===== src/rtl/display_scan_mux_if.sv =====
// Display scanner bus: value/dp load side and the digit drive side.
// master drives value_in/load/dp_in/digit_en; slave drives nibble_out/an/dp_n/frame_tick.
interface display_scan_mux_if #(
  parameter int N_DIGITS = 8
);
  logic [4*N_DIGITS-1:0] value_in;
  logic                  load;
  logic [N_DIGITS-1:0]   dp_in;
  logic [N_DIGITS-1:0]   digit_en;
  logic [3:0]            nibble_out;
  logic [N_DIGITS-1:0]   an;
  logic                  dp_n;
  logic                  frame_tick;

  modport master (
    output value_in, load, dp_in, digit_en,
    input  nibble_out, an, dp_n, frame_tick
  );

  modport slave (
    input  value_in, load, dp_in, digit_en,
    output nibble_out, an, dp_n, frame_tick
  );
endinterface


===== src/rtl/display_scan_mux.sv =====
// Time-multiplexed 7-segment scanner with frame-synchronous value update.
// Ports: clk, rst (async, active-high), bus (slave: value/dp load in, anode/nibble/dp out).
module display_scan_mux #(
  parameter int N_DIGITS    = 8,
  parameter int REFRESH_DIV = 100000,
  parameter int DEAD_CYCLES = 16,
  parameter int LZ_BLANK    = 1
) (
  input logic               clk,
  input logic               rst,
  display_scan_mux_if.slave bus
);
  localparam int PW = $clog2(REFRESH_DIV);
  localparam int IW = (N_DIGITS > 1) ? $clog2(N_DIGITS) : 1;
  localparam int VW = 4 * N_DIGITS;
  localparam logic [PW-1:0] PMAX = PW'(REFRESH_DIV - 1);
  localparam logic [PW-1:0] DEAD = PW'(DEAD_CYCLES);
  localparam logic [IW-1:0] IMAX = IW'(N_DIGITS - 1);

  logic [PW-1:0]       presc, presc_nxt;
  logic [IW-1:0]       idx, idx_nxt;
  logic [VW-1:0]       disp_val, disp_val_nxt, pend_val;
  logic [N_DIGITS-1:0] disp_dp, disp_dp_nxt, pend_dp;
  logic                pending;
  logic                wrap, frame;
  logic [N_DIGITS-1:0] keep;
  logic                seen;
  logic                lit;
  logic [N_DIGITS-1:0] an_nxt;
  logic [3:0]          nib_nxt;
  logic                dp_nxt;

  logic [N_DIGITS-1:0] an_q;
  logic [3:0]          nib_q;
  logic                dp_q;
  logic                tick_q;

  always_comb begin
    wrap      = (presc == PMAX);
    frame     = wrap && (idx == IMAX);
    presc_nxt = wrap ? '0 : presc + 1'b1;
    idx_nxt   = idx;
    if (wrap)
      idx_nxt = (idx == IMAX) ? '0 : idx + 1'b1;
  end

  // A load on the boundary edge bypasses the pending regs.
  always_comb begin
    disp_val_nxt = disp_val;
    disp_dp_nxt  = disp_dp;
    if (frame) begin
      if (bus.load) begin
        disp_val_nxt = bus.value_in;
        disp_dp_nxt  = bus.dp_in;
      end else if (pending) begin
        disp_val_nxt = pend_val;
        disp_dp_nxt  = pend_dp;
      end
    end
  end

  // Scan from the top nibble down; once a nonzero nibble is seen,
  // every lower digit is shown. Digit 0 always shows.
  always_comb begin
    seen = 1'b0;
    keep = '0;
    for (int i = N_DIGITS - 1; i >= 0; i--) begin
      seen    = seen | (disp_val_nxt[4*i +: 4] != 4'd0);
      keep[i] = seen || (i == 0) || (LZ_BLANK == 0);
    end
  end

  always_comb begin
    lit = (presc_nxt >= DEAD)
       && bus.digit_en[idx_nxt]
       && keep[idx_nxt];
    an_nxt  = lit ? ~(N_DIGITS'(1) << idx_nxt) : '1;
    nib_nxt = disp_val_nxt[{idx_nxt, 2'b00} +: 4];
    dp_nxt  = lit ? ~disp_dp_nxt[idx_nxt] : 1'b1;
  end

  always_ff @(posedge clk or posedge rst) begin
    if (rst) begin
      presc    <= '0;
      idx      <= '0;
      disp_val <= '0;
      disp_dp  <= '0;
      pend_val <= '0;
      pend_dp  <= '0;
      pending  <= 1'b0;
      an_q     <= '1;
      nib_q    <= '0;
      dp_q     <= 1'b1;
      tick_q   <= 1'b0;
    end else begin
      presc    <= presc_nxt;
      idx      <= idx_nxt;
      disp_val <= disp_val_nxt;
      disp_dp  <= disp_dp_nxt;
      if (frame) begin
        pending <= 1'b0;
      end else if (bus.load) begin
        pend_val <= bus.value_in;
        pend_dp  <= bus.dp_in;
        pending  <= 1'b1;
      end
      an_q   <= an_nxt;
      nib_q  <= nib_nxt;
      dp_q   <= dp_nxt;
      tick_q <= frame;
    end
  end

  assign bus.an         = an_q;
  assign bus.nibble_out = nib_q;
  assign bus.dp_n       = dp_q;
  assign bus.frame_tick = tick_q;
endmodule


===== src/flat_wrapper.sv =====
// flat-port wrapper written by rule: the top's interface ports become plain ports
module display_scan_mux_flat 
#(
  parameter int N_DIGITS    = 8,
  parameter int REFRESH_DIV = 100000,
  parameter int DEAD_CYCLES = 16,
  parameter int LZ_BLANK    = 1
)
  (clk, rst, bus_value_in, bus_load, bus_dp_in, bus_digit_en, bus_nibble_out, bus_an, bus_dp_n, bus_frame_tick);
  display_scan_mux_if #(.N_DIGITS(N_DIGITS)) bus_i ();
  input logic clk;
  input logic rst;
  input wire logic [$bits(bus_i.value_in)-1:0] bus_value_in;
  input wire logic [$bits(bus_i.load)-1:0] bus_load;
  input wire logic [$bits(bus_i.dp_in)-1:0] bus_dp_in;
  input wire logic [$bits(bus_i.digit_en)-1:0] bus_digit_en;
  output wire logic [$bits(bus_i.nibble_out)-1:0] bus_nibble_out;
  output wire logic [$bits(bus_i.an)-1:0] bus_an;
  output wire logic [$bits(bus_i.dp_n)-1:0] bus_dp_n;
  output wire logic [$bits(bus_i.frame_tick)-1:0] bus_frame_tick;
  assign bus_i.value_in = bus_value_in;
  assign bus_i.load = bus_load;
  assign bus_i.dp_in = bus_dp_in;
  assign bus_i.digit_en = bus_digit_en;
  assign bus_nibble_out = bus_i.nibble_out;
  assign bus_an = bus_i.an;
  assign bus_dp_n = bus_i.dp_n;
  assign bus_frame_tick = bus_i.frame_tick;
  display_scan_mux #(.N_DIGITS(N_DIGITS), .REFRESH_DIV(REFRESH_DIV), .DEAD_CYCLES(DEAD_CYCLES), .LZ_BLANK(LZ_BLANK)) u_core (.clk(clk), .rst(rst), .bus(bus_i));
endmodule

===== config.mk =====
export PLATFORM = sky130hd
export DESIGN_NAME = display_scan_mux_flat
export DESIGN_NICKNAME = d
export VERILOG_FILES = /design/src/rtl/display_scan_mux_if.sv /design/src/rtl/display_scan_mux.sv /design/src/flat_wrapper.sv
export SDC_FILE = /design/constraint.sdc
export NUM_CORES = 1
export LEC_CHECK = 0
export CORE_ASPECT_RATIO = 0.8
export CORE_UTILIZATION = 35
export CTS_CLUSTER_DIAMETER = 120
export DETAILED_ROUTE_END_ITERATION = 8
export GPL_TIMING_DRIVEN = 0
export HOLD_SLACK_MARGIN = 0.06
export MAX_ROUTING_LAYER = met4
export PLACE_DENSITY = 0.54
export REMOVE_ABC_BUFFERS = 1
export SKIP_CTS_REPAIR_TIMING = 1
export SYNTH_ARGS = -nofsm -noshare
export SYNTH_HDL_FRONTEND = slang
export SYNTH_SLANG_ARGS = --single-unit

===== constraint.sdc =====
create_clock -name clk -period 3.5 [get_ports clk]
set_input_delay 0.35 -clock clk [delete_from_list [all_inputs] [get_ports clk]]
set_output_delay 0.35 -clock clk [all_outputs]
set_load 0.02 [all_outputs]

==> results.md <==
* Crit path to: u_core.bus.an[3]
* Max incr delay on CP at 0.48 ns
* DR pass1 iterations at 6
* Largest net degree at the start of global routing at 69
* Dominant synthesized flop cell: dfrtp_1
* Die Width at 152 µm
* Clock buffer count from CTS at 17
* Critical path peak fanout at 24
* Layout cells sized above 1 at 0.206
* Drt wl/cell at slightly above 20 µm
* Total gr overflow at 0
* CTS Sinks at 115
* Worst flop-to-flop path endpoint: u_core.bus.an[3]
* Crit path required time at 3.86 ns
* Max-Slew Margin vs Limit at 0.371
* # IOs at 65
* CP endpoint kind: flip-flop
* Fin Hold WS at approximately 0.34 ns
* Latest clock arrival within the worst-skew pair at 0.43 ns
* First-pass GRT wire length at 28100 µm
* CTS tree: built
* Gp weighted congestion at between 0.8 and 0.9
* Max Clk Rate at a little over 300 MHz
* Synth cell types at 82
* Vias in the first global route at slightly below 5k
* Clock slew at reported path FFs at roughly 0.06 ns
* Post-route DRC at 4
* CP Depth at 9
* Worst R2R Setup Slack at roughly 0.21 ns
* Worst reg2reg path depth at 9
* Antenna violations before repair at 0
* Violated checks: DRC
* Net Sw Power at 797 µW
* Ant diodes at 0
* Combinational fraction of design power at 0.071
* Most frequent cells in the layout: dfrtp_1 (105), clkdlybuf4s50_1 (63), nor2_1 (54)
* CP Cell Sequence: ha_1 > and4_4 > and4_4 > nand3_4 > o221a_2 > nor4_1 > a21oi_1 > o21ai_2 > nand2b_1
* Int Pwr at 2470 µW
* Syn. warnings at 0
* Transition time of the tightest slew-check pin at around 0.94 ns
* Worst Setup SP: u_core.presc[0]
* RSZ-0062 raised after global routing: no
* Worst Path Arrival at roughly 3.7 ns
* Die span in y at roughly 120 µm
* Placed cells at 843
* Flops & latches, synth at 115
* Avg Synthesized Cell Area at 10.4 µm²
* Endpoints failing setup at 0
* Final instance area at 7620 µm²
* Worst VDD drop at ~0.0003 V
* Final Non-Filler Cells at between 800 and 900
* DRT Wirelength at 17900 µm
* Commonest non-fill, non-tap cell in the layout: dfrtp_1
* Sequential-to-total area share from yosys stat at 0.459
* Sw Ratio at 0.244
* Slowest-stage cell, CP: nor4_1
* Outcome: finished with violations
* Crit share post-route at 0.940
* Critical Path Source Type: flip-flop
* Final Hold Viols at 0
* Clk root buf: clkbuf_16
* Family with the most delay on the worst path: simple AND/OR/NAND/NOR gates
* Clock Power Share at 0.495
* DRT antenna net count at 0
* Power Density at 430 nW/µm²
* Fin Clk Skew at 0.0102 ns
* Slew Viols, Final at 0
* CTS H-tree lvls at 4
* P_leak at 0.00312 µW
* # nets final at 697
* Placeable Area at 17500 µm²
* Post-Syn Area at 6300 µm²
* Reg power frac at 0.433
* Initial Util at 0.360
* WP buf/inv at 0
* Max cap viols at 0
* DR iter-0 viols at 407
* HP Class: primary input to asynchronous set/reset pin
* Critical path's most frequent cell: and4_4
* Placed wire-length estimate at 11500 µm
* Post-Syn Instances at 603
* Vias at approximately 5.1k
* Die area at ~19000 µm²
* Reg-to-Reg Start: u_core.presc[0]
* Area growth syn-to-layout at 20.9%
* Critical path class: flip-flop to flip-flop
* Row cnt at 43
* Placed instance area at around 7000 µm²
* Min Tclk post-route at 3.29 ns
* Via-to-Cell Ratio at 5.77
* Global-route usage over all layers at 0.206
* FFs w/ async S/R, synth at 1.00
* Post-synth EDFFs at 0
* Port Buffers at 64
* Clock Tree Buf Depth at 2
[synthesized netlist by cell type, drive strengths merged (4+ instances only)]
| cell | instances | area [µm²] |
|---|---|---|
| dfstp | 9 | 236 |
| nand2 | 35 | 131 |
| nor3 | 7 | 35.0 |
| xor2 | 9 | 78.8 |
| nor4 | 8 | 62.6 |
| and2 | 7 | 47.6 |
| buf | 40 | 241 |
| nand2b | 13 | 81.3 |
| o211ai | 4 | 35.0 |
| and4 | 6 | 57.6 |
| a31oi | 4 | 25.0 |
| a22oi | 8 | 60.1 |
| inv | 11 | 41.3 |
| a221o | 7 | 70.1 |
| o221a | 12 | 153 |
| dfrtp | 106 | 2650 |
| nand3 | 15 | 87.6 |
| mux2i | 7 | 95.1 |
| nor2b | 4 | 25.0 |
| xnor2 | 10 | 87.6 |
| nor2 | 54 | 203 |
| or2 | 4 | 25.0 |
| a41oi | 16 | 140 |
| nand4 | 11 | 75.1 |
| a32o | 4 | 40.0 |
| clkbuf | 11 | 42.5 |
| a21oi | 26 | 130 |
| and3 | 9 | 56.3 |
| a211oi | 6 | 45.0 |
| o21ai | 23 | 123 |
| nand4b | 6 | 52.6 |
| o22ai | 21 | 131 |
| mux2 | 42 | 477 |
[layer usage]
layer / global-route usage / wire length [µm] / share of wire / vias up
li1: - / - / - / 2360
met1: 0.282 / 8680 / 0.49 / 2547
met2: 0.297 / 7930 / 0.44 / 162
met3: 0.0569 / 1090 / 0.061 / 17
met4: 0.0561 / 184 / 0.010 / 0
met5: - / 0 / 0 / -
[metrics by stage]
step	power, µW	setup slack, ns	util	setup TNS (ns)
floorplan	1550	0.00672	-	0
global placement	1660	-1.72	0.397	-270.60
detailed placement	1670	-1.04	0.400	-50.60
CTS	3300	-1.06	0.431	-51.72
global route	3400	0.0396	0.436	0
finish	3270	0.210	0.436	0
[layout make-up]
type,instances,area [µm²]
clock buffer,18,429
sequential,115,2890
timing repair buffer,71,728
fill,1651,9870
inverter,13,53.8
multi-input combinational,425,3120
tap,225,282
clock inverter,14,118
[state kept, by name, summed over array words and instances (netlist names)]
name / count
u_core.pending: 1
u_core.pend_val: 32
u_core.bus.frame_tick: 1
u_core.disp_val: 32
u_core.bus.nibble_out: 4
u_core.bus.an: 8
u_core.disp_dp: 8
u_core.idx: 3
u_core.pend_dp: 8
u_core.bus.dp_n: 1
u_core.presc: 17
[worst min path at each step]
| stage | to | from | slack, ns | depth (start not counted) |
|---|---|---|---|---|
| CTS | u_core.disp_val[28] | rst | 0.36 | 2 |
| global route | u_core.pend_val[31] | rst | 0.37 | 2 |
| floorplan | u_core.presc[0] | u_core.presc[0] | 0.46 | 1 |
| finish | u_core.pend_val[31] | rst | 0.34 | 2 |
| detailed placement | u_core.pend_dp[4] | u_core.pend_dp[4] | 0.49 | 1 |
| global placement | u_core.pend_dp[7] | u_core.pend_dp[7] | 0.48 | 1 |
[power groups by stage]
stage               Clock (µW)  Combinational, µW  Sequential [µW]
floorplan                    0                120             1430
global route              1720                253             1420
global placement             0                226             1440
detailed placement           0                236             1440
finish                    1620                234             1420
CTS                       1650                237             1420
[kinds of logic (layout without fill, tap and decap cells)]
family / after synthesis / after routing / share of synthesized area
buffers and inverters: 64 / 116 / 0.0528
and+or+nand+nor: 194 / 195 / 0.172
xor gates and xnor gates: 19 / 19 / 0.0264
DFF: 115 / 115 / 0.459
adders and majority gates: 3 / 3 / 0.00596
AOI/OAI and AO/OA: 159 / 159 / 0.194
muxes: 49 / 49 / 0.0908
Note: power is estimated with default switching activity, not from simulation.
